===== src/rtl/uart_tx_arbiter.sv =====
// Packet-level arbiter sharing one uart_tx_buf between two byte-stream requesters.
// Round-robin on contention, credit-paced puts, optional stall timeout that releases the grant.
module uart_tx_arbiter #(
  parameter int TX_DEPTH = 16,
  parameter int HOLD_MAX = 1024
) (
  input  logic       clk,
  input  logic       rst_n,
  input  logic       req0_valid,
  input  logic [7:0] req0_data,
  input  logic       req0_last,
  output logic       req0_ready,
  input  logic       req1_valid,
  input  logic [7:0] req1_data,
  input  logic       req1_last,
  output logic       req1_ready,
  output logic       tx_put,
  output logic [7:0] tx_data,
  input  logic       tx_empty,
  output logic [1:0] grant,
  output logic       abort
);

  localparam int CW = $clog2(TX_DEPTH) + 1;
  localparam int HW = (HOLD_MAX > 1) ? $clog2(HOLD_MAX) : 1;
  localparam logic [CW-1:0] CRED_FULL = CW'(TX_DEPTH);
  localparam logic [HW-1:0] HOLD_LIM  = HW'((HOLD_MAX > 0) ? HOLD_MAX - 1 : 0);

  typedef enum logic [1:0] {IDLE, GRANT0, GRANT1, DRAIN} state_e;

  state_e        state_q, state_d;
  logic          port_q, port_d;
  logic          last_grant_q, last_grant_d;
  logic [CW-1:0] credits_q, credits_d;
  logic [HW-1:0] hold_cnt_q, hold_cnt_d;
  logic          drain_first_q, drain_first_d;
  logic          tx_put_q, tx_put_d;
  logic [7:0]    tx_data_q, tx_data_d;
  logic          abort_q, abort_d;
  logic [1:0]    grant_q, grant_d;

  logic          sel_valid, sel_last, xfer, pick;
  logic [7:0]    sel_data;

  assign req0_ready = (state_q == GRANT0) && (credits_q != '0);
  assign req1_ready = (state_q == GRANT1) && (credits_q != '0);

  assign sel_valid = port_q ? req1_valid : req0_valid;
  assign sel_last  = port_q ? req1_last  : req0_last;
  assign sel_data  = port_q ? req1_data  : req0_data;
  assign xfer      = sel_valid && (req0_ready || req1_ready);
  // With both valid, the port that did not finish last wins.
  assign pick      = (req0_valid && req1_valid) ? ~last_grant_q : req1_valid;

  // NOTE: every variable gets a default before the case so no path infers a latch.
  always_comb begin
    state_d       = state_q;
    port_d        = port_q;
    last_grant_d  = last_grant_q;
    credits_d     = credits_q;
    hold_cnt_d    = hold_cnt_q;
    drain_first_d = drain_first_q;
    tx_put_d      = 1'b0;
    tx_data_d     = tx_data_q;
    abort_d       = 1'b0;

    unique case (state_q)
      IDLE: begin
        if (tx_empty && !tx_put_q) credits_d = CRED_FULL;
        if ((credits_q != '0) && (req0_valid || req1_valid)) begin
          port_d     = pick;
          state_d    = pick ? GRANT1 : GRANT0;
          hold_cnt_d = '0;
        end
      end
      GRANT0, GRANT1: begin
        if (xfer) begin
          tx_put_d   = 1'b1;
          tx_data_d  = sel_data;
          credits_d  = credits_q - CW'(1);
          hold_cnt_d = '0;
          if (sel_last) begin
            state_d      = IDLE;
            last_grant_d = port_q;
          end else if (credits_q == CW'(1)) begin
            state_d       = DRAIN;
            drain_first_d = 1'b1;
          end
        end else if (HOLD_MAX != 0) begin
          if (hold_cnt_q == HOLD_LIM) begin
            state_d      = IDLE;
            abort_d      = 1'b1;
            last_grant_d = port_q;
            hold_cnt_d   = '0;
          end else begin
            hold_cnt_d = hold_cnt_q + HW'(1);
          end
        end
      end
      DRAIN: begin
        // The final put is still in flight on the first cycle, so tx_empty is stale there.
        drain_first_d = 1'b0;
        if (!drain_first_q && tx_empty) begin
          credits_d = CRED_FULL;
          state_d   = port_q ? GRANT1 : GRANT0;
        end
      end
      default: state_d = IDLE;
    endcase

    grant_d = (state_d == IDLE) ? 2'b00 : (port_d ? 2'b10 : 2'b01);
  end

  // NOTE: sequential state uses non-blocking assignments only, so all flops update together.
  always_ff @(posedge clk or negedge rst_n) begin
    if (!rst_n) begin
      state_q       <= IDLE;
      port_q        <= 1'b0;
      last_grant_q  <= 1'b1;
      credits_q     <= CRED_FULL;
      hold_cnt_q    <= '0;
      drain_first_q <= 1'b0;
      tx_put_q      <= 1'b0;
      tx_data_q     <= 8'h00;
      abort_q       <= 1'b0;
      grant_q       <= 2'b00;
    end else begin
      state_q       <= state_d;
      port_q        <= port_d;
      last_grant_q  <= last_grant_d;
      credits_q     <= credits_d;
      hold_cnt_q    <= hold_cnt_d;
      drain_first_q <= drain_first_d;
      tx_put_q      <= tx_put_d;
      tx_data_q     <= tx_data_d;
      abort_q       <= abort_d;
      grant_q       <= grant_d;
    end
  end

  assign tx_put  = tx_put_q;
  assign tx_data = tx_data_q;
  assign abort   = abort_q;
  assign grant   = grant_q;

endmodule

===== config.mk =====
export PLATFORM = sky130hd
export DESIGN_NAME = uart_tx_arbiter
export DESIGN_NICKNAME = d
export VERILOG_FILES = /design/src/rtl/uart_tx_arbiter.sv
export SDC_FILE = /design/constraint.sdc
export NUM_CORES = 1
export LEC_CHECK = 0
export ABC_AREA = 1
export ABC_CLOCK_PERIOD_IN_PS = 1700
export CAP_MARGIN = 20
export CORE_MARGIN = 10
export CORE_UTILIZATION = 28
export CTS_BUF_LIST = sky130_fd_sc_hd__clkbuf_16
export DETAILED_ROUTE_END_ITERATION = 10
export SYNTH_ARGS = -nofsm -noshare
export SYNTH_HDL_FRONTEND = slang
export SYNTH_SLANG_ARGS = --single-unit

===== constraint.sdc =====
create_clock -name clk -period 1.7 [get_ports clk]
set_clock_uncertainty 0.15 [all_clocks]
set_input_delay 0.17 -clock clk [delete_from_list [all_inputs] [get_ports clk]]
set_output_delay 0.17 -clock clk [all_outputs]
set_load 0.05 [all_outputs]

==> run metrics <==
sequential power share=between 10% and 20%; Clk network pwr share=between 10% and 20%; synth warn=0; EDFF count, synth=0; Final setup violation count=24; clk root buf=clkbuf_16; placer congestion estimate=between 0.8 and 0.9; failing checks=negative setup slack; vias in the first global route=around 1,900; dominant cells by area after synthesis=dfrtp_1, nand2_1, nor2_1; DR WL/cell=13.03 um; RR Startpoint=state_q[1]; Buffers on Ports=36; Routed Antenna Nets=0; total CTS buffers=5; power density cells=just over 2000 nW/um2; fin cells=409; count leader, synth=nand2_1; Post-Syn Area=roughly 1900 um2; Worst Path Required=1.72 ns; DRC viols=0; Synth Flop Type=dfrtp_1; nature of the critical path startpoint=register; GR Overflow Total=0; Die Y=around 100 um; die width=approximately 100 um; Crit Path Max Fanout=5; Distinct cells, synth=30; Pwr Total=6.472 mW; Vias/cell=between 4 and 5; top layer in use=met4; status=finished with violations; initial antenna violation count=0; Synthesized Nets=274; largest net degree at the start of global routing=33; setup TNS=-0.7233 ns; worst min path class=in2async; Switching Fraction=between 40% and 50%; Psw=2.966 mW; Synth area leader=dfrtp_1; critical path capture point type=register; ant diodes=0; Clock Tree Buf Depth=2; clock-pin slew on the worst setup and hold paths=around 0.050 ns; endpoint arrival time on the critical path=1.80 ns; first-pass GRT wire length=between 8000 and 9000 um; slew margin rel.=a little over 80%; r2r worst-path depth=10; detailed-router iteration count before antenna repair=4; leak pwr=1.433 nW; Slew @ Worst Pin=0.2611 ns; Total GRT Usage=~10%; period utilisation layout=105.3%; Avg Inst Size Synth=7.729 um2; share of the synthesized area in the top cell type=between 30% and 40%; r2r setup slk=-0.09 ns; Vias=about 1,900; ratio of cells with drive above 1 in the final layout=about 42%; CP Class=reg2reg; Core ar.=around 6400 um2; nets@finish=roughly 360; synthesized flop and latch total=32; Commonest cells post-synth=nand2_1, dfrtp_1, nor2_1; met1 WL=2339 um; H-tree depth=2; Final Util=between 40% and 50%; post-route worst setup slack=-0.08941 ns; Slew Limit Fails=0; ys async rst share=100.0%; logic gate share of total power=roughly two thirds; Final min period=about 1.8 ns; met3 wire len=roughly 270 um; RSZ-0062 raised after global routing=yes; CTS Hold Bufs=0; P_int=3.506 mW; Die ar.=~10,000 um2; max cap viols=0; Mapped Cells=243; Hold WS=approximately 0.12 ns; synth-to-layout area growth=69.49%; Iter 0 DRT Violations=71; I/O pin count=37; Fin. Hold Viols=0; met2 wirelength from detailed routing=~2600 um; register area share after synthesis=around 43%; CTS Sinks=32; Clock Latency Late Sink=roughly 0.28 ns; Max Fclk=roughly 560 MHz; drt total wl=around 5300 um; R2R Path End=grant[1]; Post-DP HPWL=about 3600 um; CTS tree=done; Row Count=29; dpl cells=between 300 and 400; initial cell density of the core=between 20 and 30%; worst vdd ir=0.001022 V
-- metal layers --
layer,vias to the layer above,track usage (%)
met1,889,12.06
met4,0,3.579
li1,966,-
met5,-,0
met3,7,3.239
met2,38,17.05
-- timing repair --
item                                    in CTS  in global routing
setup buffers                                7                  6
gates resized for setup                     37                 54
pin swaps                                   12                 15
cloned                                       2                  0
endpoints found under the setup margin      18                 32
-- cells in the final DEF (no fill, tap or decap), drive strengths merged, types with 5 or more instances in the layout --
cell            n
ha              8
clkbuf          5
nand2          71
nand4           6
nand3           6
a31oi          10
nor3            5
buf            63
clkdlybuf4s50  22
o21ai          15
inv            32
a21oi           9
nor2           35
dfrtp          30
-- how the worst max path moves through the flow --
stage,start,endpoint,slack [ns]
floorplan,credits_q[0],req0_ready,-0.06
global placement,state_q[0],grant[1],-0.11
detailed placement,state_q[1],grant[0],-0.17
CTS,state_q[0],grant[1],-0.07
global route,credits_q[0],grant[1],-0.19
finish,state_q[1],grant[1],-0.09
-- logic make-up (layout without fill, tap and decap cells) --
kind of cell               count (synthesis)  after routing  share of synthesized area, %
and+or+nand+nor                          124            124                         29.05
AOI/OAI and AO/OA                         40             41                         13.26
buffers and inverters                     36            124                         8.194
DFF                                       32             32                         42.77
adders and majority gates                  8              8                         5.330
xor gates and xnor gates                   3              3                         1.399
-- metrics by stage --
stage,instance area [um2],setup slack [ns]
floorplan,1907,-0.06148
global placement,2597,-0.1100
detailed placement,2597,-0.1726
CTS,2939,-0.07310
global route,3183,-0.1890
finish,3183,-0.08941
-- registers in the layout, indices dropped and copies added, names as in the netlist --
name / cells
abort: 1
tx_data: 8
credits_q: 5
drain_first_q: 1
grant: 2
port_q: 1
last_grant_q: 1
hold_cnt_q: 10
state_q: 2
tx_put: 1
-- power groups by stage --
stage	clock [mW]	combinational, mW	sequential, mW
final	0.843	4.37	1.26
after global routing	0.893	4.74	1.29
after CTS	0.865	3.81	1.23
after detailed placement	0	3.30	1.22
after global placement	0	3.27	1.22
after floorplan	0	1.64	1.63
-- area by class of cell --
| class | instances | area, um2 |
|---|---|---|
| flip-flops and latches | 32 | 805.8 |
| multi-input cells | 176 | 1227 |
| clock inverters | 3 | 11.26 |
| fillers | 587 | 3239 |
| clock buffers | 5 | 125.1 |
| well taps | 77 | 96.34 |
| inverters | 31 | 132.6 |
| repair buffers | 85 | 784.5 |
-- worst max-delay path: stages, from the launching register on --
cell,delay [ns]
dfrtp_1,0.43
inv_2,0.10
ha_4,0.18
o211ai_4,0.25
nor2_1,0.10
nor2_1,0.10
nand2_1,0.06
nand2_1,0.07
nand2_2,0.08
nor2_4,0.12
nor2_1,0.04
No activity file was read; power rests on OpenSTA's default activity.
